**src/rtl/fei4_rx_pkg.sv**
```systemverilog
// Shared constants and record classification for the FE-I4 receive filter.
// Record codes, column limit and the identifier field live here.
package fei4_rx_pkg;

  localparam logic [7:0] REC_DH = 8'hE9;
  localparam logic [7:0] REC_AR = 8'hEA;
  localparam logic [7:0] REC_VR = 8'hEC;
  localparam logic [7:0] REC_SR = 8'hEF;

  localparam logic [6:0] MAX_COLUMN = 7'd80;

  localparam int ID_MSB = 31;
  localparam int ID_LSB = 24;

  localparam int CNT_DH  = 0;
  localparam int CNT_DR  = 1;
  localparam int CNT_SR  = 2;
  localparam int CNT_ERR = 3;
  localparam int NUM_CNT = 4;

  typedef enum logic [2:0] {
    CLS_NONE,
    CLS_IDERR,
    CLS_DH,
    CLS_ARVR,
    CLS_SR,
    CLS_BADCOL,
    CLS_DR
  } rec_cls_e;

  function automatic rec_cls_e classify(
    input logic [31:0] w,
    input logic [7:0]  id
  );
    rec_cls_e   cls;
    logic [7:0] t;
    logic [6:0] col;
    t   = w[23:16];
    col = w[23:17];
    if (w[ID_MSB:ID_LSB] != id) begin
      cls = CLS_IDERR;
    end else begin
      case (t)
        REC_DH:         cls = CLS_DH;
        REC_AR, REC_VR: cls = CLS_ARVR;
        REC_SR:         cls = CLS_SR;
        default: begin
          if (col == 7'd0 || col > MAX_COLUMN)
            cls = CLS_BADCOL;
          else
            cls = CLS_DR;
        end
      endcase
    end
    return cls;
  endfunction

endpackage

```
**src/rtl/rx_filter_sync_fifo.sv**
```systemverilog
// Single-clock FIFO with occupancy output; head word is
// presented combinationally (first-word fall-through).
module rx_filter_sync_fifo #(
  parameter  int WIDTH = 32,
  parameter  int DEPTH = 4,
  localparam int AW    = $clog2(DEPTH)
) (
  input  logic             i_clk,
  input  logic             i_rst_n,
  input  logic             i_wr,
  input  logic [WIDTH-1:0] i_wdata,
  input  logic             i_rd,
  output logic [WIDTH-1:0] o_rdata,
  output logic             o_empty,
  output logic [AW:0]      o_occ
);

  localparam logic [AW:0] L_FULL = (AW+1)'(DEPTH);

  logic [WIDTH-1:0] r_mem [DEPTH];
  logic [AW-1:0]    r_wptr;
  logic [AW-1:0]    r_rptr;
  logic [AW:0]      r_occ;
  logic             w_wr;
  logic             w_rd;

  assign o_empty = (r_occ == '0);
  assign o_occ   = r_occ;
  assign o_rdata = r_mem[r_rptr];
  assign w_rd    = i_rd & ~o_empty;
  assign w_wr    = i_wr & (r_occ != L_FULL);

  always_ff @(posedge i_clk or negedge i_rst_n) begin
    if (!i_rst_n) begin
      for (int i = 0; i < DEPTH; i++)
        r_mem[i] <= '0;
      r_wptr <= '0;
      r_rptr <= '0;
      r_occ  <= '0;
    end else begin
      if (w_wr) begin
        r_mem[r_wptr] <= i_wdata;
        r_wptr        <= r_wptr + AW'(1);
      end
      if (w_rd)
        r_rptr <= r_rptr + AW'(1);
      if (w_wr && !w_rd)
        r_occ <= r_occ + (AW+1)'(1);
      else if (w_rd && !w_wr)
        r_occ <= r_occ - (AW+1)'(1);
    end
  end

endmodule

```
**src/rtl/fei4_rx_record_filter.sv**
```systemverilog
// Pops FE-I4 receiver words, classifies and counts records,
// and forwards the accepted ones through a small output buffer.
module fei4_rx_record_filter
  import fei4_rx_pkg::*;
#(
  parameter logic [7:0] DATA_IDENTIFIER = 8'h00,
  parameter int         OUT_DEPTH       = 4,
  parameter int         CNT_WIDTH       = 16
) (
  input  logic                 BUS_CLK,
  input  logic                 BUS_RST_N,
  input  logic                 ENABLE,
  input  logic                 DROP_SR,
  input  logic                 CNT_CLEAR,
  input  logic                 RX_FIFO_EMPTY,
  input  logic [31:0]          RX_FIFO_DATA,
  output logic                 RX_FIFO_READ,
  output logic                 OUT_VALID,
  output logic [31:0]          OUT_DATA,
  input  logic                 OUT_READY,
  output logic [CNT_WIDTH-1:0] DH_CNT,
  output logic [CNT_WIDTH-1:0] DR_CNT,
  output logic [CNT_WIDTH-1:0] SR_CNT,
  output logic [CNT_WIDTH-1:0] ERR_CNT
);

  localparam int          AW     = $clog2(OUT_DEPTH);
  localparam logic [AW:0] L_FULL = (AW+1)'(OUT_DEPTH);

  logic                 r_s1_valid;
  logic [31:0]          r_s1_data;
  logic                 r_hdr_seen;
  logic [CNT_WIDTH-1:0] r_cnt [NUM_CNT];
  rec_cls_e             w_cls;
  logic [NUM_CNT-1:0]   w_inc;
  logic                 w_wr;
  logic                 w_empty;
  logic [AW:0]          w_occ;
  logic [AW:0]          w_need;

  // Credit counts the word in stage 1 even if it will be dropped.
  assign w_need = w_occ + (AW+1)'(r_s1_valid);
  assign RX_FIFO_READ = BUS_RST_N & ENABLE & ~RX_FIFO_EMPTY
                      & (w_need < L_FULL);

  always_comb begin
    w_cls = CLS_NONE;
    if (r_s1_valid)
      w_cls = classify(r_s1_data, DATA_IDENTIFIER);
    w_inc = '0;
    w_wr  = 1'b0;
    unique case (w_cls)
      CLS_IDERR, CLS_BADCOL: w_inc[CNT_ERR] = 1'b1;
      CLS_DH: begin
        w_inc[CNT_DH] = 1'b1;
        w_wr          = 1'b1;
      end
      CLS_ARVR: w_wr = 1'b1;
      CLS_SR: begin
        w_inc[CNT_SR] = 1'b1;
        w_wr          = ~DROP_SR;
      end
      CLS_DR: begin
        w_inc[CNT_DR]  = 1'b1;
        w_inc[CNT_ERR] = ~r_hdr_seen;
        w_wr           = 1'b1;
      end
      default: ;
    endcase
  end

  always_ff @(posedge BUS_CLK or negedge BUS_RST_N) begin
    if (!BUS_RST_N) begin
      r_s1_valid <= 1'b0;
      r_s1_data  <= '0;
    end else begin
      r_s1_valid <= RX_FIFO_READ;
      if (RX_FIFO_READ)
        r_s1_data <= RX_FIFO_DATA;
    end
  end

  // Clearing wins over a DH in the same cycle.
  always_ff @(posedge BUS_CLK or negedge BUS_RST_N) begin
    if (!BUS_RST_N)
      r_hdr_seen <= 1'b0;
    else if (CNT_CLEAR || !ENABLE)
      r_hdr_seen <= 1'b0;
    else if (w_inc[CNT_DH])
      r_hdr_seen <= 1'b1;
  end

  always_ff @(posedge BUS_CLK or negedge BUS_RST_N) begin
    if (!BUS_RST_N) begin
      for (int i = 0; i < NUM_CNT; i++)
        r_cnt[i] <= '0;
    end else begin
      for (int i = 0; i < NUM_CNT; i++) begin
        if (CNT_CLEAR)
          r_cnt[i] <= '0;
        else if (w_inc[i] && r_cnt[i] != '1)
          r_cnt[i] <= r_cnt[i] + CNT_WIDTH'(1);
      end
    end
  end

  assign DH_CNT  = r_cnt[CNT_DH];
  assign DR_CNT  = r_cnt[CNT_DR];
  assign SR_CNT  = r_cnt[CNT_SR];
  assign ERR_CNT = r_cnt[CNT_ERR];

  rx_filter_sync_fifo #(
    .WIDTH (32),
    .DEPTH (OUT_DEPTH)
  ) u_obuf (
    .i_clk   (BUS_CLK),
    .i_rst_n (BUS_RST_N),
    .i_wr    (w_wr),
    .i_wdata (r_s1_data),
    .i_rd    (OUT_READY),
    .o_rdata (OUT_DATA),
    .o_empty (w_empty),
    .o_occ   (w_occ)
  );

  assign OUT_VALID = ~w_empty;

endmodule

```
**config.mk**
```make
export PLATFORM = sky130hd
export DESIGN_NAME = fei4_rx_record_filter
export DESIGN_NICKNAME = d
export VERILOG_FILES = /design/src/rtl/fei4_rx_pkg.sv /design/src/rtl/rx_filter_sync_fifo.sv /design/src/rtl/fei4_rx_record_filter.sv
export SDC_FILE = /design/constraint.sdc
export NUM_CORES = 1
export LEC_CHECK = 0
export ABC_AREA = 1
export CAP_MARGIN = 0
export CORE_UTILIZATION = 40
export DETAILED_ROUTE_END_ITERATION = 12
export PLACE_DENSITY = 0.57
export SYNTH_ARGS = -nofsm -noshare
export SYNTH_HDL_FRONTEND = slang
export SYNTH_HIERARCHICAL = 1
export SYNTH_SLANG_ARGS = --single-unit
```
**constraint.sdc**
```tcl
create_clock -name BUS_CLK -period 3.7 [get_ports BUS_CLK]
set_clock_uncertainty 0.15 [all_clocks]
set_input_delay 0.74 -clock BUS_CLK [delete_from_list [all_inputs] [get_ports BUS_CLK]]
set_output_delay 0.74 -clock BUS_CLK [all_outputs]
set_load 0.01 [all_outputs]
```
### Word level (Yosys, flattened, before mapping)

Cells that the tools add are included.

| storage, ports and cells | value |
|---|---|
| output and inout port bits | 98 |
| bits in latches | 0 |
| memory bits (writable) | 0 |
| memories | 0 |
| register bits after elaboration | 233 |
| ROM bits | 0 |

| cells by class | value |
|---|---|
| $mul | 0 |
| $add $sub $neg | 9 |
| shifts and indexed selects | 0 |
| bitwise gates (word level) | 11 |
| eq/ne operators | 15 |
| multiplexer cells | 27 |
| divide/modulo/power cells | 0 |
| reduce and logical (&&, ||, !) cells | 24 |
| $lt $le $gt $ge | 5 |

Operators by type and width:

| operator | number |
|---|---|
| 128-bit bitwise mux | 1 |
| 16-bit two-way mux | 8 |
| 32-bit two-way mux | 3 |
| 16-bit by 1-bit adder with 16-bit output, second input constant | 4 |
| 32-bit binary-select mux with 2-bit select | 1 |
| 32-bit demux with 2-bit select | 1 |
| 16-bit != test, second input constant | 4 |
| 8-bit == test, second input constant | 4 |
| 3-bit two-way mux | 4 |
| 2-bit nonzero test | 6 |
| 3-bit == test, second input constant | 3 |
| 3-bit one-hot mux with 3 select lines | 1 |
| 8-bit nonzero test | 1 |
| 7-bit greater-than comparator, second input constant | 1 |
| 1-bit logical AND | 7 |
| 7-bit logical NOT | 1 |
| 3-bit by 2-bit == test with 1-bit output, second input constant | 2 |
| 3-bit greater-or-equal comparator, second input constant | 2 |
| 2-bit NOT with 3-bit output | 2 |
| 1-bit bitwise AND | 5 |
| 1-bit two-way mux | 5 |
| 2-bit by 1-bit adder with 2-bit output, second input constant | 2 |
| 1-bit NOT | 4 |
| 1-bit one-hot mux with 2 select lines | 2 |
| other kinds (13) | 17 |

### Longest topological paths before layout

Gate-level depths: netlist of the first run.

| depth | value |
|---|---|
| depth after elaboration | 14 |
| mapped depth | 23 |

### Modules after synthesis

Netlist of the first run, hierarchy kept.

By module, submodules not included:

| module | instances | area an instance (µm²) | cells each | sequential area each (µm²) |
|---|---|---|---|---|
| rx_filter_sync_fifo | 1 | 6710.2 | 839 | 3378.2 |
| fei4_rx_record_filter | 1 | 5666.7 | 744 | 2452.4 |

### Worst setup path after synthesis of the first run

Ideal clock, no wire load.

| path | value |
|---|---|
| path type | reg2reg |
| start point | register r_s1_data[22] |
| end point | register u_obuf.r_occ[2], in the netlist u_obuf/o_occ[2] |
| setup slack | 0.940 ns |
| setup time | 0.117 ns |
| cell stages (with the launch flop) | 22 |
| arrival time | 2.493 ns |
| period minus slack after synthesis | 2.760 ns |
| cells stage by stage | dfrtp_1 -> nand2_2 -> nor2_4 -> nand3_2 -> nand2_1 -> inv_2 -> nand3_1 -> inv_2 -> nand2_1 -> o21ai_0 -> inv_1 -> buf_4 -> buf_2 -> nand2_1 -> inv_2 -> ha_1 -> inv_1 -> fa_1 -> nand2_1 -> nand3_1 -> nand2_1 -> nand2_1 |

| on the way | value |
|---|---|
| cells in the longest elaborated chain, start to end | 13 |
| elaborated cells between the ends (all ways) | 24 |
| those cells by class | order compare (1); eq/ne (8); mux (6); bitwise (1); reduce/logical (8) |

RTL lines:

| item | RTL line | RTL |
|---|---|---|
| start, declared | fei4_rx_record_filter.sv:31 | `logic [31:0] r_s1_data;` |
| start signal, assigned | fei4_rx_record_filter.sv:75 | `r_s1_data <= '0;` |
| start signal, assigned | fei4_rx_record_filter.sv:79 | `r_s1_data <= RX_FIFO_DATA;` |
| 7-bit greater-than comparator or 7-bit logical NOT (tied branches) | fei4_rx_pkg.sv:48 | `if (col == 7'd0 \|\| col > MAX_COLUMN)` |
| 1-bit logical OR | fei4_rx_pkg.sv:48 |  |
| 2-bit two-way mux | fei4_rx_pkg.sv:48 |  |
| 3-bit one-hot mux with 3 select lines * | fei4_rx_pkg.sv:43 | `case (t)` |
| 3-bit two-way mux * | fei4_rx_pkg.sv:40 | `if (w[ID_MSB:ID_LSB] != id) begin` |
| 3-bit two-way mux * | fei4_rx_record_filter.sv:48 | `if (r_s1_valid)` |
| 3-bit == test or 3-bit by 2-bit == test with 1-bit output (tied branches) | fei4_rx_record_filter.sv:52 | `unique case (w_cls)` |
| 3-bit OR reduction (no source line) | -- |  |
| 1-bit one-hot mux with 2 select lines * | fei4_rx_record_filter.sv:52 |  |
| net w_wr | fei4_rx_record_filter.sv:36 | `logic w_wr;` |
| 1-bit bitwise AND * | rx_filter_sync_fifo.sv:31 | `assign w_wr = i_wr & (r_occ != L_FULL);` |
| net u_obuf.w_wr | rx_filter_sync_fifo.sv:24 | `logic w_wr;` |
| 1-bit logical NOT | rx_filter_sync_fifo.sv:49 | `else if (w_rd && !w_wr)` |
| 1-bit logical AND | rx_filter_sync_fifo.sv:49 |  |
| 2-bit nonzero test (no source line) | -- |  |
| end signal, assigned | rx_filter_sync_fifo.sv:48 | `r_occ <= r_occ + (AW+1)'(1);` |
| end signal, assigned | rx_filter_sync_fifo.sv:50 | `r_occ <= r_occ - (AW+1)'(1);` |
| end, declared | rx_filter_sync_fifo.sv:23 | `logic [AW:0] r_occ;` |

The timed path passes the listed nets; every way through them passes the cells marked *.
A chain may end at the register's enable or synchronous reset.

### Worst setup path after layout of the first run

| path | value |
|---|---|
| start point | register u_obuf.r_rptr[1] |
| end point | output OUT_DATA[8] |

| on the way | value |
|---|---|
| cells in the longest elaborated chain, start to end | 4 |

RTL lines:

| item | RTL line | RTL |
|---|---|---|
| start, declared | rx_filter_sync_fifo.sv:22 | `logic [AW-1:0] r_rptr;` |
| start signal, assigned | rx_filter_sync_fifo.sv:46 | `r_rptr <= r_rptr + AW'(1);` |
| 2-bit NOT with 3-bit output (implied by the code) | rx_filter_sync_fifo.sv:29 | `assign o_rdata = r_mem[r_rptr];` |
| 32-bit binary-select mux with 2-bit select | rx_filter_sync_fifo.sv:29 |  |
| 32-bit two-way mux (implied by the code) (2 in series) | rx_filter_sync_fifo.sv:29 |  |
| end, declared | fei4_rx_record_filter.sv:19 | `output logic [31:0] OUT_DATA,` |

Every way passes these cells. The select of a mux whose other input is x is not followed.

==> results of run 1 <==
[metrics by stage]
step	worst slack, ps	total power (µW)
after floorplan	940	4940
after global placement	496	6050
after detailed placement	507	6090
after CTS	129	8860
after global routing	110	9320
final	301	8770
[registers in the layout, indices dropped and copies added, names as in the netlist]
name           cells
u_obuf/r_wptr      2
DH_CNT            16
r_hdr_seen         1
u_obuf/r_mem     128
r_s1_valid         1
DR_CNT            16
ERR_CNT           16
u_obuf/r_rptr      2
SR_CNT            16
u_obuf/o_occ       3
r_s1_data         32
[kinds of logic (layout without fill, tap and decap cells)]
group,Yosys count,in the layout,share of synthesized area
simple gates,997,997,0.366
other cells,0,1,0
xor+xnor,53,53,0.0375
flops,233,233,0.471
buf+inv,176,289,0.0683
fa+ha+maj,10,10,0.0107
compound gates,114,114,0.0461
[metal layers]
layer	share of wire	vias to the layer above	global-route usage
li1	-	5386	-
met1	0.46	5345	0.302
met2	0.47	230	0.373
met3	0.053	42	0.0418
met4	0.018	2	0.0470
met5	0.00038	-	0
[worst max-delay path, cell delays in order, from the launching register on]
cell                              delay, ps
sky130_fd_sc_hd__dfrtp_1                400
sky130_fd_sc_hd__inv_2                  430
sky130_fd_sc_hd__buf_4                  290
sky130_fd_sc_hd__o21ai_0                110
sky130_fd_sc_hd__o21ai_1                170
sky130_fd_sc_hd__clkdlybuf4s50_1        570
[cell type report]
class                      instances  area (µm²)
antenna                            1        2.50
clock buffer                      37         783
clock inverter                    11         133
fill                            3040       15700
inverter                          73         275
multi-input combinational       1174        5700
sequential                       233        5830
tap                              396         495
timing repair buffer             168        1640
[cells in the final DEF (no fill, tap or decap), types with 5 or more instances in the layout]
cell	count
sky130_fd_sc_hd__nand3b_1	11
sky130_fd_sc_hd__o21ai_1	53
sky130_fd_sc_hd__nor3_1	12
sky130_fd_sc_hd__clkinv_2	8
sky130_fd_sc_hd__nand2_2	6
sky130_fd_sc_hd__clkbuf_8	7
sky130_fd_sc_hd__nand3_1	75
sky130_fd_sc_hd__clkbuf_16	27
sky130_fd_sc_hd__nand4_1	157
sky130_fd_sc_hd__inv_2	12
sky130_fd_sc_hd__nand3_2	15
sky130_fd_sc_hd__xor2_1	47
sky130_fd_sc_hd__clkdlybuf4s50_1	135
sky130_fd_sc_hd__o21ai_0	58
sky130_fd_sc_hd__ha_1	9
sky130_fd_sc_hd__inv_1	60
sky130_fd_sc_hd__nand2_4	5
sky130_fd_sc_hd__dfrtp_1	232
sky130_fd_sc_hd__buf_4	29
sky130_fd_sc_hd__xnor2_1	6
sky130_fd_sc_hd__nor2_1	170
sky130_fd_sc_hd__nand2_1	529
[worst min-delay path by stage]
| stage | to | slack (ps) | cells after the start |
|---|---|---|---|
| floorplan | DH_CNT[0] | 290 | 0 |
| global placement | u_obuf/r_mem[80] | 300 | 2 |
| detailed placement | u_obuf/r_mem[75] | 300 | 2 |
| CTS | DH_CNT[11] | 260 | 2 |
| global route | u_obuf/r_mem[21] | 300 | 2 |
| finish | u_obuf/r_mem[22] | 250 | 2 |
[report_power, final]
| part | switching, µW | leakage [µW] | internal [µW] |
|---|---|---|---|
| Combinational | 1700 | 0.00372 | 1030 |
| Clock | 1060 | 0.000457 | 1680 |
| Sequential | 412 | 0.00319 | 2890 |
[cells in the mapped netlist, types with 9 or more instances]
cell type,n
sky130_fd_sc_hd__buf_2,45
sky130_fd_sc_hd__buf_6,12
sky130_fd_sc_hd__clkbuf_1,31
sky130_fd_sc_hd__dfrtp_1,233
sky130_fd_sc_hd__ha_1,9
sky130_fd_sc_hd__inv_1,61
sky130_fd_sc_hd__inv_2,11
sky130_fd_sc_hd__nand2_1,529
sky130_fd_sc_hd__nand3_1,75
sky130_fd_sc_hd__nand3_2,15
sky130_fd_sc_hd__nand3b_1,11
sky130_fd_sc_hd__nand4_1,157
sky130_fd_sc_hd__nor2_1,170
sky130_fd_sc_hd__nor3_1,12
sky130_fd_sc_hd__o21ai_0,58
sky130_fd_sc_hd__o21ai_1,53
sky130_fd_sc_hd__xor2_1,47
==> parameters.txt, run 1 <==
Parameter                              Value

Status
  Run status    finished, final reports clean

Setup path
  Startpoint types    register
  Depth of the worst register-to-register path    11
  Setup slack of the worst register-to-register path    approximately 590 ps
  Worst Path Max Fanout    28
  Capturing element of the worst setup path    OUT_DATA[8]
  Worst flop-to-flop path startpoint    r_s1_data[27]
  Crit path from    u_obuf/r_rptr[1]
  Crit. End Element    output pin
  Data arrival time of the critical path    roughly 2500 ps
  Category of the most critical setup path    reg2out
  CP required    2810 ps
  Endpoint of the worst register-to-register path    u_obuf/r_mem[14]

GRT
  Aggregate global routing overflow    0
  Wire length of the first global-routing pass    57.0 mm
  Number of antenna violations at the first check in global routing    3
  Vias in the first global route    10900
  Global-route usage over all layers    0.224
  Largest net degree at the start of global routing    81

Drt
  Remaining antenna violation count    0
  Total routed wirelength    34.5 mm
  Number of search-and-repair iterations in the first detailed-routing pass    5
  Via density per instance    5.26
  Number of design rule violations left after detail routing    0
  Average detailed-routed wire length per instance    16.5 µm
  Initial drt markers    801
  Via total after detailed routing    11000

Yosys
  Synthesized cell area    around 12000 µm²
  Seq/Total Area, Yosys    0.471
  Flops & latches, synth    around 230
  Main area contributors after synthesis    sky130_fd_sc_hd__dfrtp_1 (47%), sky130_fd_sc_hd__nand2_1 (16%), sky130_fd_sc_hd__nand4_1 (7.9%)
  Share of flip-flops with an asynchronous set or reset    1.00
  Number of warnings reported in the yosys synthesis log    6
  Post-synth EDFFs    0
  Prevailing post-synth register cell    sky130_fd_sc_hd__dfrtp_1
  Number of different library cells in the post-synthesis netlist    39
  Avg Cell Area, Syn    7.82 µm²
  Gate count after technology mapping    1583
  Fraction of synthesized cell area taken by the top area cell type    0.471
  Post-synth net total    1632
  Cell taking the most area after synthesis    sky130_fd_sc_hd__dfrtp_1

Timing
  Number of pins with negative max-slew slack in the final report    0
  Slew at the pin with the worst max-slew slack    959 ps
  Worst Hold Margin    249 ps
  Slew Limit Headroom    0.361
  Time the final worst path needs with I/O delays and setup    between 3000 and 4000 ps
  Total setup violations reported at the end of the flow    0
  Final-report hold violation count    0
  Period Utilization, post-route    0.919
  Highest clock frequency the design can meet    294 MHz
  Final-layout setup total negative slack    0 ps
  Setup repair after global routing missed its margin    false

Floorplanning
  # IOs    137
  Core outline area    about 31000 µm²
  Die outline height    around 180 µm
  Die outline area    31700 µm²
  Site row count    64
  Die outline width    178 µm
  Effective utilization at floorplan    0.406

Clocking
  Depth of the CTS H-tree    1
  TritonCTS clock tree    yes
  Clock-pin transition on the worst setup and hold timing paths    60 ps
  Clock buffer count from CTS    27
  Worst skew pair latency    between 500 and 600 ps
  Number of sinks handled by clock tree synthesis    approximately 230
  Post-cts repair resize count    0
  Post-CTS setup buffer count    0
  Max clock buf depth    3
  CTS hold repair buffers    0
  Clock root buffer    sky130_fd_sc_hd__clkbuf_16

Cells and area
  Non-filler instance count after layout    approximately 2100
  Final core area utilization    0.487
  Fraction of final layout cells with drive strength greater than 1    0.0767
  Number of nets in the final layout    1726
  Finished layout cell area    14900 µm²
  Area Overhead vs Synth    20.0%

Power
  Static Leak    0.00737 µW
  Worst VDD drop    396 µV
  Areal power density over the cells    between 500 and 600 nW/µm²

Placed design
  IO Port Bufs    136
  Post-place instance area    approximately 14000 µm²
  Number of placed cells counting well taps    2044
  Post-DP HPWL    21.3 mm
  Placer congestion estimate    0.885

Job
  Max-capacitance violation count    0

Min path
  HP Class    in2async
Note: power is estimated with default switching activity, not from simulation.
==> inputs of run 2 (changes only) <==
CELL_PAD_IN_SITES_DETAIL_PLACEMENT = 1   (was unset)
CELL_PAD_IN_SITES_GLOBAL_PLACEMENT = 1   (was unset)
PLACE_DENSITY = 0.74   (was 0.57)
==> run 2 against run 1 <==
Against the previous run: sequential power barely moved; count of clock-buffer cells in the layout rose by 8; sequential share of layout area fell by 0.19 points; register-to-register slack got worse by 30 ps; critical path depth did not move; first-iteration DRC count fell by 15%; power rose by 3.1%; sequential cell count did not move; critical path type unchanged.
==> parameters.txt, run 2 (same netlist as run 1, synthesis figures left out) <==
Parameter                              Value

Drt
  Via total after detailed routing    11300 (+3.0%)
  Average detailed-routed wire length per instance    18.1 µm (+10%)
  Total routed wirelength    38.0 mm (+10%)
  Initial drt markers    678 (-15%)
  Number of search-and-repair iterations in the first detailed-routing pass    7 (+2)
  Via density per instance    5.42 (+3.0%)
  Number of design rule violations left after detail routing    0 (unchanged)
  Remaining antenna violation count    0 (unchanged)

Floorplanning
  Effective utilization at floorplan    0.406 (unchanged)
  Die outline area    31700 µm² (unchanged)
  # IOs    137 (unchanged)
  Site row count    64 (unchanged)
  Die outline width    178 µm (unchanged)
  Die outline height    178 µm (unchanged)
  Core outline area    30500 µm² (unchanged)

Timing
  Slew Limit Headroom    0.377 (+0.0164)
  Worst Hold Margin    104 ps (-145 ps)
  Total setup violations reported at the end of the flow    0 (unchanged)
  Slew at the pin with the worst max-slew slack    935 ps (-24.6 ps)
  Number of pins with negative max-slew slack in the final report    0 (unchanged)
  Time the final worst path needs with I/O delays and setup    3510 ps (+110 ps)
  Final-layout setup total negative slack    0 ps (unchanged)
  Least setup slack across all paths after layout    192 ps (-110 ps)
  Final-report hold violation count    0 (unchanged)
  Highest clock frequency the design can meet    285 MHz (-3.1%)
  Setup repair after global routing missed its margin    false
  Period Utilization, post-route    0.948 (+0.0296)

Cells and area
  Registers with the most flip-flops    u_obuf/r_mem (128), r_s1_data (32)
  Flip-flop count of the largest register, all copies and words added    128 (unchanged)
  Final core area utilization    0.489 (+0.00238)
  Biggest register    u_obuf/r_mem
  Most frequent cells in the layout    sky130_fd_sc_hd__nand2_1 (529), sky130_fd_sc_hd__dfrtp_1 (232), sky130_fd_sc_hd__nor2_1 (170), sky130_fd_sc_hd__nand4_1 (157), sky130_fd_sc_hd__clkdlybuf4s50_1 (135)
  Non-filler instance count after layout    2093 (unchanged)
  Filler instances    3690 (+21%)
  Number of nets in the final layout    1725 (-0.058%)
  Fraction of final layout cells with drive strength greater than 1    0.0737 (-0.00299)
  Antenna diode count    0 (-1)
  Most common cell after layout, fill and taps aside    sky130_fd_sc_hd__nand2_1
  Area Overhead vs Synth    20.6%

Job
  Max-capacitance violation count    0 (unchanged)

Clocking
  Clock root buffer    sky130_fd_sc_hd__clkbuf_16
  Post-cts repair resize count    0 (unchanged)
  Worst skew pair latency    550 ps (about the same)
  Number of sinks handled by clock tree synthesis    233 (unchanged)
  Post-CTS setup buffer count    0 (unchanged)
  CTS hold repair buffers    0 (unchanged)
  Max clock buf depth    3 (unchanged)
  Clock buffer count from CTS    30 (+11%)
  TritonCTS clock tree    yes
  Clock-pin transition on the worst setup and hold timing paths    60 ps (about the same)
  Depth of the CTS H-tree    1 (unchanged)

Power
  Part of the total power dissipated in combinational logic    0.305 (-0.006)
  Sw Ratio    0.364 (+0.00140)
  Static Leak    0.00739 µW (+0.26%)
  Clock power frac    0.328 (+0.016)
  Worst VDD drop    367 µV (-7.3%)
  Sequential Power Share    0.367 (-0.009)
  Areal power density over the cells    606 nW/µm² (+2.6%)
  Switching power summed over all nets    3290 µW (+3.5%)
  Pint    5750 µW (+2.9%)

Setup path
  Slowest cell delay on critical path    590 ps (+20 ps)
  Cell family with most CP delay    buffers and inverters
  Startpoint types    register
  Category of the most critical setup path    reg2out
  Slowest CP cell    sky130_fd_sc_hd__clkdlybuf4s50_1
  Worst Path Max Fanout    24 (-14%)
  Crit. path cell count    5 (unchanged)
  Critical Path, Cell by Cell    inv_2 -> buf_4 -> o21ai_0 -> o21ai_1 -> clkdlybuf4s50_1
  Data arrival time of the critical path    2620 ps (+110 ps)
  Crit. End Element    output pin
  CP required    2810 ps (about the same)
  Depth of the worst register-to-register path    16 (+5)
  Bufs and invs on worst path    3 (unchanged)

GRT
  Number of antenna violations at the first check in global routing    2 (-1)
  Aggregate global routing overflow    0 (unchanged)
  Global-route usage over all layers    0.246 (+0.0226)
  Wire length of the first global-routing pass    62.1 mm (+9.0%)
  Largest net degree at the start of global routing    149 (+84%)
  Vias in the first global route    11600 (+7.0%)

Placed design
  Number of placed cells counting well taps    2040 (-0.20%)
  IO Port Bufs    136 (unchanged)
  Setup WS pre-CTS    414 ps (-92.4 ps)
  Post-DP HPWL    23.2 mm (+9.2%)
  Placer congestion estimate    0.865 (-2.2%)

Status
  Run status    finished, final reports clean

Min path
  HP Class    in2async
[run 2: worst paths after layout]
kind	start	endpoint	slack, ps
worst max-delay path	u_obuf/r_rptr[0]	OUT_DATA[31]	190
worst min-delay path	BUS_RST_N	DH_CNT[7]	100
worst max register to register	r_s1_data[29]	u_obuf/o_occ[2]	560
worst min register to register	u_obuf/r_mem[28]	u_obuf/r_mem[28]	320
max in group asynchronous	BUS_RST_N	u_obuf/r_mem[75]	2050
min in group BUS_CLK	u_obuf/r_mem[28]	u_obuf/r_mem[28]	320
[run 2: per-layer routing]
metal  track usage  part of all wire  vias up
met4        0.0570             0.019        2
li1              -                 -     5406
met5             0           0.00032        -
met3        0.0317             0.043       50
met1         0.333              0.45     5673
met2         0.418              0.49      205
[run 2: metrics by stage]
stage / power, µW / cell area [µm²]
CTS: 9130 / 14900
global route: 9550 / 14900
detailed placement: 6120 / 13900
global placement: 6040 / 13900
floorplan: 4940 / 12400
finish: 9040 / 14900
[run 2: cell type report]
cell class                      instances  area, µm²  area share
Multi-Input combinational cell       1174       5700       0.382
Tap cell                              396        495      0.0332
Sequential cell                       233       5830       0.391
Clock inverter                          8        121     0.00813
Inverter                               73        275      0.0184
Clock buffer                           45        878      0.0588
Timing Repair Buffer                  164       1630       0.109
[run 2: power groups by stage]
stage | Combinational, µW | Sequential (µW) | Clock (µW)
2_1_floorplan | 1730 | 3210 | 0
4_1_cts | 2790 | 3310 | 3030
3_3_place_gp | 2710 | 3330 | 0
5_1_grt | 3060 | 3370 | 3120
3_5_place_dp | 2770 | 3350 | 0
6_report | 2750 | 3320 | 2970
[run 2: worst reg2reg max path, stage by stage (launching register included)]
cell	delay (ps)
sky130_fd_sc_hd__dfrtp_1	430
sky130_fd_sc_hd__nor2_1	150
sky130_fd_sc_hd__nand2_1	90
sky130_fd_sc_hd__nor2_1	340
sky130_fd_sc_hd__nand3_1	200
sky130_fd_sc_hd__nor2_4	200
sky130_fd_sc_hd__o21ai_0	180
sky130_fd_sc_hd__clkinv_2	150
sky130_fd_sc_hd__nand2_1	120
sky130_fd_sc_hd__inv_2	110
sky130_fd_sc_hd__ha_1	170
sky130_fd_sc_hd__inv_1	80
sky130_fd_sc_hd__fa_1	390
sky130_fd_sc_hd__nand2_1	110
sky130_fd_sc_hd__nand3_1	80
sky130_fd_sc_hd__nand2_1	60
sky130_fd_sc_hd__nand2_1	50
